### src/rtl/serial_word_feeder.sv
// serial_word_feeder: accepts parallel words over valid/ready, buffers one
// word, and streams each word LSB first as ser_data/ser_en, followed by a
// one-cycle send_data pulse and a wrap-around completed-word count.
module serial_word_feeder #(
    parameter int BUS_WIDTH = 16,
    parameter int CNT_WIDTH = 16
) (
    input  logic                 clk,
    input  logic                 rst,
    input  logic [BUS_WIDTH-1:0] word_in,
    input  logic                 word_valid,
    output logic                 word_ready,
    output logic                 ser_data,
    output logic                 ser_en,
    output logic                 send_data,
    output logic                 busy,
    output logic [CNT_WIDTH-1:0] words_sent
);

    localparam int BIT_W = (BUS_WIDTH > 1) ? $clog2(BUS_WIDTH) : 1;
    localparam logic [BIT_W-1:0] LAST_BIT = BIT_W'(BUS_WIDTH - 1);

    typedef enum logic [1:0] {IDLE, SHIFT, SEND} state_t;

    state_t               state, state_next;
    logic [BUS_WIDTH-1:0] hold;
    logic                 hold_full, hold_full_next;
    logic [BUS_WIDTH-1:0] shift, shift_next;
    logic [BIT_W-1:0]     cnt, cnt_next;
    logic                 take;
    logic                 load;

    // Ready depends only on the buffer flag, so no combinational path from word_valid.
    assign word_ready = !hold_full;
    assign take       = word_valid && !hold_full;

    // Next-state logic; a load moves the held word into the shifter and frees the buffer.
    always_comb begin
        state_next     = state;
        hold_full_next = hold_full;
        shift_next     = shift;
        cnt_next       = cnt;
        load           = 1'b0;
        case (state)
            IDLE: begin
                if (hold_full) load = 1'b1;
            end
            SHIFT: begin
                shift_next = shift >> 1;
                cnt_next   = cnt + 1'b1;
                if (cnt == LAST_BIT) state_next = SEND;
            end
            SEND: begin
                if (hold_full) load = 1'b1;
                else           state_next = IDLE;
            end
            default: state_next = IDLE;
        endcase
        if (load) begin
            shift_next     = hold;
            cnt_next       = '0;
            state_next     = SHIFT;
            hold_full_next = 1'b0;
        end
        // Transfer and load are mutually exclusive since ready is low while the buffer is full.
        if (take) hold_full_next = 1'b1;
    end

    // Core state registers and the one-word input buffer.
    always_ff @(posedge clk or posedge rst) begin
        if (rst) begin
            state     <= IDLE;
            hold      <= '0;
            hold_full <= 1'b0;
            shift     <= '0;
            cnt       <= '0;
        end else begin
            state     <= state_next;
            hold_full <= hold_full_next;
            shift     <= shift_next;
            cnt       <= cnt_next;
            if (take) hold <= word_in;
        end
    end

    // Registered outputs, computed from the next state so they line up with it.
    always_ff @(posedge clk or posedge rst) begin
        if (rst) begin
            ser_en     <= 1'b0;
            ser_data   <= 1'b0;
            send_data  <= 1'b0;
            busy       <= 1'b0;
            words_sent <= '0;
        end else begin
            ser_en    <= (state_next == SHIFT);
            ser_data  <= (state_next == SHIFT) && shift_next[0];
            send_data <= (state_next == SEND);
            busy      <= (state_next != IDLE) || hold_full_next;
            if (state == SEND) words_sent <= words_sent + 1'b1;
        end
    end

endmodule

### config.mk
export PLATFORM = sky130hd
export DESIGN_NAME = serial_word_feeder
export DESIGN_NICKNAME = d
export VERILOG_FILES = /design/src/rtl/serial_word_feeder.sv
export SDC_FILE = /design/constraint.sdc
export NUM_CORES = 1
export LEC_CHECK = 0
export ABC_AREA = 1
export CORE_MARGIN = 4
export CORE_UTILIZATION = 48
export CTS_CLUSTER_DIAMETER = 40
export DETAILED_ROUTE_END_ITERATION = 6
export PLACE_DENSITY = 0.72
export SETUP_SLACK_MARGIN = 0.02
export SYNTH_ARGS = -nofsm -noshare
export SYNTH_HDL_FRONTEND = slang
export SYNTH_SLANG_ARGS = --single-unit
### constraint.sdc
create_clock -name clk -period 1.8 [get_ports clk]
set_input_delay 0.36 -clock clk [delete_from_list [all_inputs] [get_ports clk]]
set_output_delay 0.36 -clock clk [all_outputs]
set_load 0.05 [all_outputs]
### Word-level counts from Yosys, hierarchy flattened

Cells that the tools add are included.

* memories: 0
* memory bits (read-only): 0
* logic and storage cells: 38
* output and inout port bits: 21
* flip-flop bits (word level): 59
* latch bits: 0
* bits of input ports: 19
* memory bits (writable): 0

* $add $sub $neg: 2
* multiply operators: 0
* bitwise gates (word level): 0
* muxes and demuxes: 12
* magnitude comparators: 0
* div/mod/pow operators: 0
* equality and inequality tests: 5
* shift-type cells: 0
* reduce and logical (&&, ||, !) cells: 8

Operator list (count)
* $mux 16: 2
* $add 16x1->16 const B: 1
* $mux 4: 2
* $mux 2: 3
* $pmux 2 s3: 1
* $add 4x1->4 const B: 1
* $eq 2x1->1 const B: 2
* $eq 2x2->1 const B: 2
* $eq 4x4->1 const B: 1
* $mux 1: 4
* $reduce_bool 2->1: 2
* $logic_and 1x1->1: 2
* $logic_not 2->1: 1
* $reduce_or 2->1: 1
* $logic_not 1->1: 1
* $logic_or 1x1->1: 1

### Longest topological paths before layout

Gate-level depths: netlist of run 1.

* depth after elaboration: 6
* depth in mapped cells: 8
* depth with buffers taken out: 8

### Least setup slack after synthesis of run 1

No wires, ideal clock.

* path kind: reg-to-reg
* start: register words_sent[1]
* end: register words_sent[14]
* cell stages (with the launch flop): 7
* path buffers: 0
* arrival time: 1.481 ns
* library setup time: 0.122 ns
* path slack: 0.196 ns
* cells stage by stage: dfrtp_1 > ha_1 > nand3_1 > nor2_4 > nand3_2 > o21ai_1 > nand2_1

* cells in the longest elaborated chain, start to end: 1

Ends and longest elaborated chain
* start: declaration: line 17 `output logic [CNT_WIDTH-1:0] words_sent`
* start signal: assignment: line 99 `if (state == SEND) words_sent <= words_sent + 1'b1;`
* $add 16x1->16: line 99

No other way between the ends.
A chain may end at the register's enable or synchronous reset.

### Final worst setup path of run 1

* start: register hold_full
* end: register ser_data

* cells in the longest elaborated chain, start to end: 5
* elaborated cells on any way between the ends: 8
* those cells by class: eq/ne: 1; mux: 6; reduce/logical: 1

Ends and longest elaborated chain
* start: declaration: line 27 `logic hold_full, hold_full_next;`
* start signal: assignment: line 79 `hold_full <= hold_full_next;`
* $mux 2 / $mux 1 (equally long branches): line 54, 46
* $pmux 2 s3 / $mux 1 (equally long branches)
* $mux 2: line 59 `if (load) begin`
* $eq 2x1->1: line 96 `ser_data <= (state_next == SHIFT) && shift_next[0];`
* $logic_and 1x1->1 *: line 96
* end signal: assignment: line 96
* end: declaration: line 13 `output logic ser_data,`

Every way passes the cells marked *; elsewhere a longest branch is shown, timed or not.

==> results of run 1 <==
[registers in the layout, summed over array words and instances, names as in the netlist]
signal	cells
shift	16
cnt	4
hold_full	1
send_data	1
ser_data	1
state	2
ser_en	1
words_sent	16
busy	1
hold	16
[layer usage]
metal | share of wire [%] | track usage, % | routed length [um] | vias to the layer above
met5 | 0 | 0 | 0 | -
met4 | 2.7 | 10.8 | 124 | 0
met3 | 5.9 | 4.15 | 265 | 11
met2 | 47 | 25.8 | 2110 | 40
met1 | 45 | 18.1 | 2020 | 855
li1 | - | - | - | 946
[worst paths after layout]
path / end / cells after the start
worst max-delay path: ser_data$_DFF_PP0_ / 7
worst min-delay path: hold_full$_DFF_PP0_ / 3
worst max register to register: ser_data$_DFF_PP0_ / 7
worst min register to register: shift[0]$_DFF_PP0_ / 2
max in group asynchronous: shift[5]$_DFFE_PP0P_ / 3
min in group clk: shift[0]$_DFF_PP0_ / 2
[cell type report]
class | count | area [um^2]
clock buffers | 15 | 186
fillers | 428 | 1960
clock inverters | 1 | 5.00
flip-flops and latches | 59 | 1480
inverters | 42 | 164
repair buffers | 41 | 365
multi-input cells | 166 | 862
well taps | 70 | 87.6
[per-stage QoR]
step / cells / cell area [um^2]
2_1_floorplan: 273 / 2540
3_3_place_gp: 378 / 2960
3_5_place_dp: 378 / 2960
4_1_cts: 394 / 3150
5_1_grt: 394 / 3150
6_report: 394 / 3150
[worst max-delay path: stages (launching register included)]
cell and delay (ns):
dfrtp_1 0.36, inv_1 0.12, nor2_2 0.08, inv_2 0.24, nand2_4 0.11, inv_4 0.16, nand2_1 0.09, a21oi_1 0.15
[cells by family (layout without fill, tap and decap cells)]
logic type	after synthesis	count (layout)	share of synthesized area, %
flops	59	59	58.2
simple gates	110	110	18.7
buf+inv	48	99	7.79
mux	1	1	0.444
fa+ha+maj	2	2	0.987
compound gates	40	40	9.32
xor+xnor	13	13	4.49
[cells in the mapped netlist (all sizes together)]
cell type and n:
nand2 62, dfrtp 59, inv 42, nor2 33
a21oi 18, o211ai 13, nand3 10, o21ai 8
xor2 8, buf 5, xnor2 5, ha 2
nand4 2, nor3 2, clkbuf 1, mux2 1
o221ai 1, or2 1
[placed cells by master (no fill, tap or decap), types with 3 or more instances in the layout]
cell and instances:
a21oi_1 18, o211ai_1 13, xor2_1 8, inv_2 3, buf_4 22, nor2_1 29
nor2_2 3, clkbuf_8 13, dfrtp_1 59, xnor2_1 5, inv_1 37, nand3_1 9
clkdlybuf4s50_1 18, nand2_1 58, o21ai_0 6
[report_power, final]
part	internal (W)	total [W]	switching, W	leakage, nW
combinational	0.000521	0.00145	0.000931	0.767
clock	0.000649	0.00114	0.000486	0.0997
sequential	0.00180	0.00201	0.000214	0.720
==> qor.tcl, run 1 <==
set qor(ys_ff_latch) 59
set qor(hold_path_class) {in -> async}
set qor(finalCriticalPeriod_ns) 1.38
set qor(r2r_setup_slack_ns) 0.42
set qor(postLayoutCoreUtil_pct) 61.6
set qor(post_synth_instance_area_mm2) 0.00254
set qor(hold_buffers) 0
set qor(route.detailed.wl_per_inst_um) 11.5
set qor(ctsLongestPathBuffers) 2
set qor(hold_viol) 0
set qor(total_leakage_power_nw) 1.59
set qor(post_cts.repair.setup_buffers) 0
set qor(worst_hold_slack_ns) 0.451
set qor(final_layout_size_suffix_gt1_share_pct) 16.4
set qor(fin_setup_tns_ns) 0
set qor(dr.first_iter.drc_count) 77
set qor(cp_data_required_time_ns) 2.06
set qor(final_net_count) 340
set qor(setup.worst_path.end_class) {register}
set qor(clkSlewWorstSetupHoldPaths_ns) 0.06
set qor(place_congestion) 0.813
set qor(rsz0062_at_grt) {no}
set qor(layout-area-overhead-vs-synth_pct) 24.1
set qor(via_count) 1852
set qor(placement.io_buffers) 39
set qor(largest_net_degree_at_the_start_of_global_routing) 60
set qor(vdd.ir_drop.worst_uv) 816
set qor(power_density_over_the_cells_mw_per_mm2) 1460
set qor(grt_antenna_before_repair) 0
set qor(clock-root-buffer) {clkbuf_8}
set qor(crit_start) {hold_full$_DFF_PP0_}
set qor(fin_total_pwr_w) 0.00460
set qor(synth_sequential_area_ratio_pct) 58.2
set qor(cts_resized) 0
set qor(die-area_mm2) 0.00651
set qor(worstPathMaxFanout) 17
set qor(grt_remaining_overflow) 0
set qor(clock-sinks) 59
set qor(first_pass_grt_wire_length_um) 7800
set qor(min_period_over_period_pct) 76.8
set qor(chipHeight_um) 80.7
set qor(core-area_mm2) 0.00511
set qor(tritoncts.num_buffers) 9
set qor(netlist.top_cell.by_area) {dfrtp_1}
set qor(drt_drc_violations_left) 0
set qor(mappedNetlistNets) 294
set qor(worst_pin_slew_ns) 0.310
set qor(critical_path_arrival_ns) 1.64
set qor(synth_cell_type_count) 28
set qor(die_width_um) 80.7
set qor(drt_pre_antenna_iters) 6
set qor(synthesized_netlist_cell_count) 273
set qor(vias_in_the_first_global_route) 1808
set qor(synth_area_leaders) {dfrtp_1 58%, nand2_1 8.6%, inv_1 5.6%, nor2_1 4.3%, o211ai_1 3.8%}
set qor(hpwl_um) 3080
set qor(report.final.setup_viol) 0
set qor(critPathLaunchType) {register}
set qor(fin_skew_ns) 0.00687
set qor(syn_avg_cell_area_um2) 9.29
set qor(post-place-ws_ns) 0.281
set qor(regToRegStartpoint) {hold_full$_DFF_PP0_}
set qor(diodes) 0
set qor(achievable-frequency_ghz) 0.723
set qor(cts_tree) {done}
set qor(cts_max_level) 3
set qor(outcome) {completed}
set qor(drv_slew) 0
set qor(routed_wirelength_um) 4530
set qor(ys_warn_count) 0
set qor(drtAntennaViolNets) 0
set qor(drv.max_cap_violation_count) 0
set qor(initial_core_utilization_pct) 49.7
set qor(grt.total_usage_pct) 15.9
set qor(timing.slew.headroom_pct) 79.3
set qor(yosysTopAreaCellShare_pct) 58.2
set qor(boundary_pin_count) 40
set qor(via_per_inst) 4.70
set qor(row_count) 26
set qor(clk_latency_ns) 0.33
set qor(fin_ws_ns) 0.417
set qor(critical_path_class) {reg -> reg}
Note: power is estimated with default switching activity, not from simulation.
==> run 2: changes to the inputs <==
--- a/config.mk
+++ b/config.mk
@@ -7,10 +7,10 @@
 export LEC_CHECK = 0
 export ABC_AREA = 1
 export CORE_MARGIN = 4
-export CORE_UTILIZATION = 48
+export CORE_UTILIZATION = 53
 export CTS_CLUSTER_DIAMETER = 40
 export DETAILED_ROUTE_END_ITERATION = 6
-export PLACE_DENSITY = 0.72
+export PLACE_DENSITY = 0.76
 export SETUP_SLACK_MARGIN = 0.02
 export SYNTH_ARGS = -nofsm -noshare
 export SYNTH_HDL_FRONTEND = slang
==> constraint.sdc (replaced) <==
create_clock -name clk -period 1.4 [get_ports clk]
set_input_delay 0.28 -clock clk [delete_from_list [all_inputs] [get_ports clk]]
set_output_delay 0.28 -clock clk [all_outputs]
set_load 0.05 [all_outputs]
==> run 2 against run 1 <==
Final cell count fell by 4.1%. Clock power is 39% higher. Core utilization is 15 points higher. Die area decreased by 8.5%. Clock skew increased by 0.00069 ns.
==> qor.tcl, run 2 (same netlist as run 1, synthesis figures left out) <==
set qor(outcome) {completed}
set qor(postLayoutCoreUtil_pct) 76.9 ;# +15 points
set qor(finalCriticalPeriod_ns) 1.32 ;# -0.0670 ns
set qor(hold_buffers) 0 ;# unchanged
set qor(fin_setup_tns_ns) 0 ;# unchanged
set qor(worst_hold_slack_ns) 0.379 ;# -0.0725 ns
set qor(timing.slew.headroom_pct) 78.8 ;# -0.51 points
set qor(clkSlewWorstSetupHoldPaths_ns) 0.06 ;# about the same
set qor(critical_path_arrival_ns) 1.54 ;# -0.10 ns
set qor(initial_core_utilization_pct) 56.3 ;# +6.6 points
set qor(fin_total_pwr_w) 0.00644 ;# +40%
set qor(hpwl_um) 3280 ;# +6.3%
set qor(most-common-layout-cells) {58 x nand2_1, 49 x dfrtp_1, 37 x inv_1}
set qor(total_leakage_power_nw) 1.66 ;# +4.7%
set qor(boundary_pin_count) 40 ;# unchanged
set qor(setup.worst_path.end_class) {register}
set qor(grt_antenna_before_repair) 0 ;# unchanged
set qor(route.detailed.wl_per_inst_um) 12.7 ;# +11%
set qor(critPathLaunchType) {register}
set qor(layout_top_registers) {hold: 16 flops, shift: 16 flops, words_sent: 16 flops}
set qor(clock-root-buffer) {clkbuf_8}
set qor(dr.first_iter.drc_count) 70 ;# -9.1%
set qor(min_period_over_period_pct) 94.0 ;# +17 points
set qor(routed_wirelength_um) 4810 ;# +6.2%
set qor(largest_net_degree_at_the_start_of_global_routing) 60 ;# unchanged
set qor(clock-sinks) 59 ;# unchanged
set qor(row_count) 24 ;# -7.7%
set qor(layout-area-overhead-vs-synth_pct) 36.5
set qor(post_cts.repair.setup_buffers) 0 ;# unchanged
set qor(final_net_count) 342 ;# +0.59%
set qor(sequential_cell_area_mm2) 0.00149 ;# +0.85%
set qor(fin_skew_ns) 0.00756 ;# +0.000690 ns
set qor(final-instance-count-excl-fill) 378 ;# -4.1%
set qor(placed_cells_incl_taps) 362 ;# -4.2%
set qor(ctsLongestPathBuffers) 2 ;# unchanged
set qor(placement.io_buffers) 39 ;# unchanged
set qor(diodes) 0 ;# unchanged
set qor(filler_instances) 292 ;# -32%
set qor(die-area_mm2) 0.00596 ;# -8.5%
set qor(drv_slew) 0 ;# unchanged
set qor(reg2regPathDepth) 6 ;# -1
set qor(vdd.ir_drop.worst_uv) 1400 ;# +71%
set qor(rsz0062_at_grt) {yes}
set qor(first_pass_grt_wire_length_um) 8360 ;# +7.2%
set qor(final_layout_size_suffix_gt1_share_pct) 20.2 ;# +3.9 points
set qor(drtAntennaViolNets) 0 ;# unchanged
set qor(cts_max_level) 3 ;# unchanged
set qor(place_congestion) 0.775 ;# -4.8%
set qor(cts_tree) {done}
set qor(final_common_cell) {nand2_1}
set qor(achievable-frequency_ghz) 0.760 ;# +5.1%
set qor(cts_resized) 0 ;# unchanged
set qor(critical_path_class) {reg -> reg}
set qor(drv.max_cap_violation_count) 0 ;# unchanged
set qor(grt_remaining_overflow) 0 ;# unchanged
set qor(via_count) 1869 ;# +0.92%
set qor(cp_data_required_time_ns) 1.62 ;# -0.44 ns
set qor(vias_in_the_first_global_route) 1915 ;# +5.9%
set qor(drt_pre_antenna_iters) 4 ;# -2
set qor(core-area_mm2) 0.00450 ;# -12%
set qor(drt_drc_violations_left) 0 ;# unchanged
set qor(worstPathMaxFanout) 5 ;# -12
set qor(clk_latency_ns) 0.33 ;# about the same
set qor(grt.total_usage_pct) 18.1 ;# +2.2 points
set qor(tritoncts.num_buffers) 9 ;# unchanged
set qor(report.final.setup_viol) 0 ;# unchanged
set qor(hold_viol) 0 ;# unchanged
set qor(hold_path_class) {in -> async}
set qor(die_width_um) 77.2 ;# -4.4%
set qor(worst_pin_slew_ns) 0.315 ;# +0.00523 ns
set qor(chipHeight_um) 77.2 ;# -4.4%
set qor(power_density_over_the_cells_mw_per_mm2) 1860 ;# +27%
set qor(multi_input_comb_area_um2) 880 ;# +2.0%
set qor(via_per_inst) 4.94 ;# +5.2%
-- run 2: cell types whose count changed in the layout (fill, tap and decap cells not counted), moves of 10 or more --
cell,previous run,this run
buf_12,1,23
buf_4,22,2
dfrtp_1,59,49
dfrtp_2,0,10
-- run 2: path summary, 6_finish.rpt --
path / to / slack [ns] / start
setup reg to reg: words_sent[10]$_DFFE_PP0P_ / 0.08 / words_sent[1]$_DFFE_PP0P_
hold reg to reg: shift[15]$_DFFE_PP0P_ / 0.49 / hold[15]$_DFFE_PP0P_
min in group clk: shift[15]$_DFFE_PP0P_ / 0.49 / hold[15]$_DFFE_PP0P_
setup / recovery: words_sent[10]$_DFFE_PP0P_ / 0.08 / words_sent[1]$_DFFE_PP0P_
hold / removal: words_sent[0]$_DFFE_PP0P_ / 0.38 / rst
max in group asynchronous: words_sent[10]$_DFFE_PP0P_ / 0.76 / rst
-- run 2: metal layers --
| layer | vias up | GRT usage [%] | part of all wire (%) |
|---|---|---|---|
| met5 | - | 0 | 0 |
| met4 | 0 | 9.07 | 2.3 |
| met1 | 865 | 20.7 | 45 |
| met2 | 40 | 30.3 | 48 |
| li1 | 955 | - | - |
| met3 | 9 | 5.85 | 4.6 |
-- run 2: final cells by class --
class / count / share of cell area [%]
sequential: 59 / 43.0
multi-input combinational: 166 / 25.4
timing repair buffer: 43 / 18.9
clock buffer: 15 / 5.10
inverter: 42 / 4.81
tap: 52 / 1.88
clock inverter: 1 / 0.867
-- run 2: metrics by stage --
step                setup slack (ns)  area (um^2)
floorplan                     0.0196         2570
global placement              0.0379         3250
detailed placement           0.00223         3250
CTS                           0.0665         3460
global route                 0.00640         3460
finish                        0.0839         3460
-- run 2: worst max-delay path, cell delays in order, from the launching register on --
cell	delay [ns]
dfrtp_2	0.44
ha_4	0.16
nand3_2	0.09
nor2_4	0.16
nand3_1	0.14
xor2_1	0.17
inv_1	0.05
-- run 2: report_power, final --
part / internal (W) / leakage [nW] / switching (W)
Sequential: 0.00232 / 0.705 / 0.000340
Combinational: 0.000936 / 0.852 / 0.00126
Clock: 0.000971 / 0.104 / 0.000611
Total: 0.00422 / 1.66 / 0.00221
==> run 3: changes to the inputs <==
--- a/config.mk
+++ b/config.mk
@@ -7,10 +7,12 @@
 export LEC_CHECK = 0
 export ABC_AREA = 1
 export CORE_MARGIN = 4
-export CORE_UTILIZATION = 53
+export CORE_UTILIZATION = 62
 export CTS_CLUSTER_DIAMETER = 40
 export DETAILED_ROUTE_END_ITERATION = 6
-export PLACE_DENSITY = 0.76
+export DONT_BUFFER_PORTS = 1
+export MAX_ROUTING_LAYER = met4
+export PLACE_DENSITY = 0.89
 export SETUP_SLACK_MARGIN = 0.02
 export SYNTH_ARGS = -nofsm -noshare
 export SYNTH_HDL_FRONTEND = slang
==> run 3 against run 2 <==
Die area down 13%. Critical path depth down 4. Worst hold slack worse by 0.28 ns.
==> qor.tcl, run 3 (same netlist as run 1, synthesis figures left out) <==
set qor(critical_path_arrival_ns) 1.01 ;# -0.53 ns
set qor(cp_cell_instances) {inv_1, buf_6}
set qor(startpoint_of_the_tightest_hold_check_path) {word_in[15]}
set qor(critical_path_class) {reg -> out}
set qor(report.final.setup_viol) 0 ;# unchanged
set qor(grt_antenna_before_repair) 0 ;# unchanged
set qor(r2r_setup_slack_ns) 0.11 ;# +0.03 ns
set qor(holdPathEnd) {hold[15]$_DFFE_PP0P_}
set qor(placed_cells_incl_taps) 336 ;# -7.2%
set qor(most-common-layout-cells) {58 x nand2_1, 49 x dfrtp_1, 37 x inv_1}
set qor(hpwl_um) 3370 ;# +2.9%
set qor(core-area_mm2) 0.00380 ;# -16%
set qor(drt_pre_antenna_iters) 4 ;# unchanged
set qor(cts_tree) {done}
set qor(tritoncts.num_buffers) 9 ;# unchanged
set qor(cp_slowest_stage_delay_ns) 0.36 ;# -0.08 ns
set qor(hold_path_class) {in -> reg}
set qor(route.detailed.wl_per_inst_um) 13.6 ;# +7.0%
set qor(drv_slew) 0 ;# unchanged
set qor(vias_in_the_first_global_route) 1824 ;# -4.8%
set qor(cpMaxStageDelayCell) {dfrtp_1}
set qor(dr.first_iter.drc_count) 110 ;# +57%
set qor(via_count) 1846 ;# -1.2%
set qor(grt_remaining_overflow) 0 ;# unchanged
set qor(power_density_over_the_cells_mw_per_mm2) 2000 ;# +7.4%
set qor(chipHeight_um) 72.0 ;# -6.8%
set qor(layout-area-overhead-vs-synth_pct) 17.2
set qor(vdd.ir_drop.worst_uv) 1310 ;# -6.4%
set qor(min_period_over_period_pct) 92.2 ;# -1.8 points
set qor(cp_data_required_time_ns) 1.12 ;# -0.50 ns
set qor(clock-sinks) 59 ;# unchanged
set qor(row_count) 22 ;# -8.3%
set qor(min_path_cells) 1
set qor(hold_viol) 0 ;# unchanged
set qor(ctsLongestPathBuffers) 2 ;# unchanged
set qor(fin_skew_ns) 0.00491 ;# -0.00266 ns
set qor(fin_setup_tns_ns) 0 ;# unchanged
set qor(worstPathMaxFanout) 4 ;# -1
set qor(regToRegStartpoint) {words_sent[1]$_DFFE_PP0P_}
set qor(clkSlewWorstSetupHoldPaths_ns) 0.06 ;# about the same
set qor(critPathLaunchType) {register}
set qor(total_leakage_power_nw) 1.50 ;# -9.9%
set qor(final_layout_size_suffix_gt1_share_pct) 21.0 ;# +0.74 points
set qor(routed_wirelength_um) 4800 ;# about the same
set qor(finalCriticalPeriod_ns) 1.29 ;# -0.0255 ns
set qor(postLayoutCoreUtil_pct) 78.3 ;# +1.4 points
set qor(die_width_um) 72.0 ;# -6.8%
set qor(setup.worst_path.end_class) {primary output}
set qor(layout_top_registers) {hold: 16 flops, shift: 16 flops, words_sent: 16 flops}
set qor(achievable-frequency_ghz) 0.775 ;# +2.0%
set qor(diodes) 0 ;# unchanged
set qor(via_per_inst) 5.23 ;# +5.8%
set qor(reg2regPathDepth) 6 ;# unchanged
set qor(boundary_pin_count) 40 ;# unchanged
set qor(cts_max_level) 3 ;# unchanged
set qor(cp_top_family) {flip-flops}
set qor(final_net_count) 321 ;# -6.1%
set qor(initial_core_utilization_pct) 66.8 ;# +10 points
set qor(final_common_cell) {nand2_1}
set qor(worst_hold_slack_ns) 0.0944 ;# -0.285 ns
set qor(cp.buffers_inverters) 2 ;# +1
set qor(clock-root-buffer) {clkbuf_8}
set qor(drtAntennaViolNets) 0 ;# unchanged
set qor(outcome) {completed}
set qor(drv.max_cap_violation_count) 0 ;# unchanged
set qor(first_pass_grt_wire_length_um) 8200 ;# -1.8%
set qor(timing.slew.headroom_pct) 70.4 ;# -8.5 points
set qor(crit-reg2reg-capture) {words_sent[14]$_DFFE_PP0P_}
set qor(largest_net_degree_at_the_start_of_global_routing) 46 ;# -23%
set qor(grt.total_usage_pct) 21.8 ;# +3.7 points
set qor(placement.io_buffers) 0 ;# -100%
set qor(rsz0062_at_grt) {no}
set qor(worst_pin_slew_ns) 0.445 ;# +0.130 ns
set qor(final-instance-count-excl-fill) 353 ;# -6.6%
set qor(drt_drc_violations_left) 0 ;# unchanged
set qor(clk_latency_ns) 0.33 ;# about the same
set qor(place_congestion) 0.844 ;# +8.9%
set qor(die-area_mm2) 0.00518 ;# -13%
set qor(filler_instances) 257 ;# -12%
run 3: layout make-up:
cell class / instances / area (um^2) / area share (%)
clock inverter: 1 / 5.00 / 0.168
timing repair buffer: 22 / 184 / 6.19
clock buffer: 15 / 186 / 6.27
tap: 48 / 60.1 / 2.02
sequential: 59 / 1490 / 50.1
inverter: 42 / 166 / 5.60
multi-input combinational: 166 / 882 / 29.7
run 3: repair_timing:
action	4_1_cts	5_1_grt
resized for setup	0	5
setup buffers	0	0
endpoints found under the setup margin	0	4
hold buffers	1	0
endpoints found under the hold margin	14	0
run 3: worst max-delay path by stage:
stage                              startpoint                          to  slack (ns)  cells past startpoint
floorplan                 hold_full$_DFF_PP0_              busy$_DFF_PP0_        0.02                      5
global placement           state[0]$_DFF_PP0_  words_sent[13]$_DFFE_PP0P_        0.20                      6
detailed placement  words_sent[1]$_DFFE_PP0P_  words_sent[14]$_DFFE_PP0P_         0.1                      6
CTS                       hold_full$_DFF_PP0_                  word_ready        0.06                      2
global route        words_sent[1]$_DFFE_PP0P_  words_sent[14]$_DFFE_PP0P_        0.02                      6
finish                    hold_full$_DFF_PP0_                  word_ready        0.11                      2
run 3: through the flow:
| stage | worst slack, ns | cell area [um^2] | total power [W] |
|---|---|---|---|
| global route | 0.0232 | 2970 | 0.00637 |
| global placement | 0.196 | 2760 | 0.00436 |
| finish | 0.109 | 2970 | 0.00594 |
| floorplan | 0.0196 | 2570 | 0.00408 |
| detailed placement | 0.0992 | 2760 | 0.00449 |
| CTS | 0.0622 | 2960 | 0.00597 |
run 3: metal layers:
metal	vias up	routed length, um	GRT usage [%]	part of all wire, %
met5	-	0	-	0
met4	0	41	7.93	0.85
met3	4	279	8.03	5.8
met2	45	2480	35.5	52
met1	881	2010	24.7	42
li1	916	-	-	-
run 3: power breakdown:
| part | switching [W] | internal, W | total (W) |
|---|---|---|---|
| combinational | 0.00109 | 0.000637 | 0.00173 |
| sequential | 0.000434 | 0.00231 | 0.00275 |
| clock | 0.000625 | 0.000835 | 0.00146 |
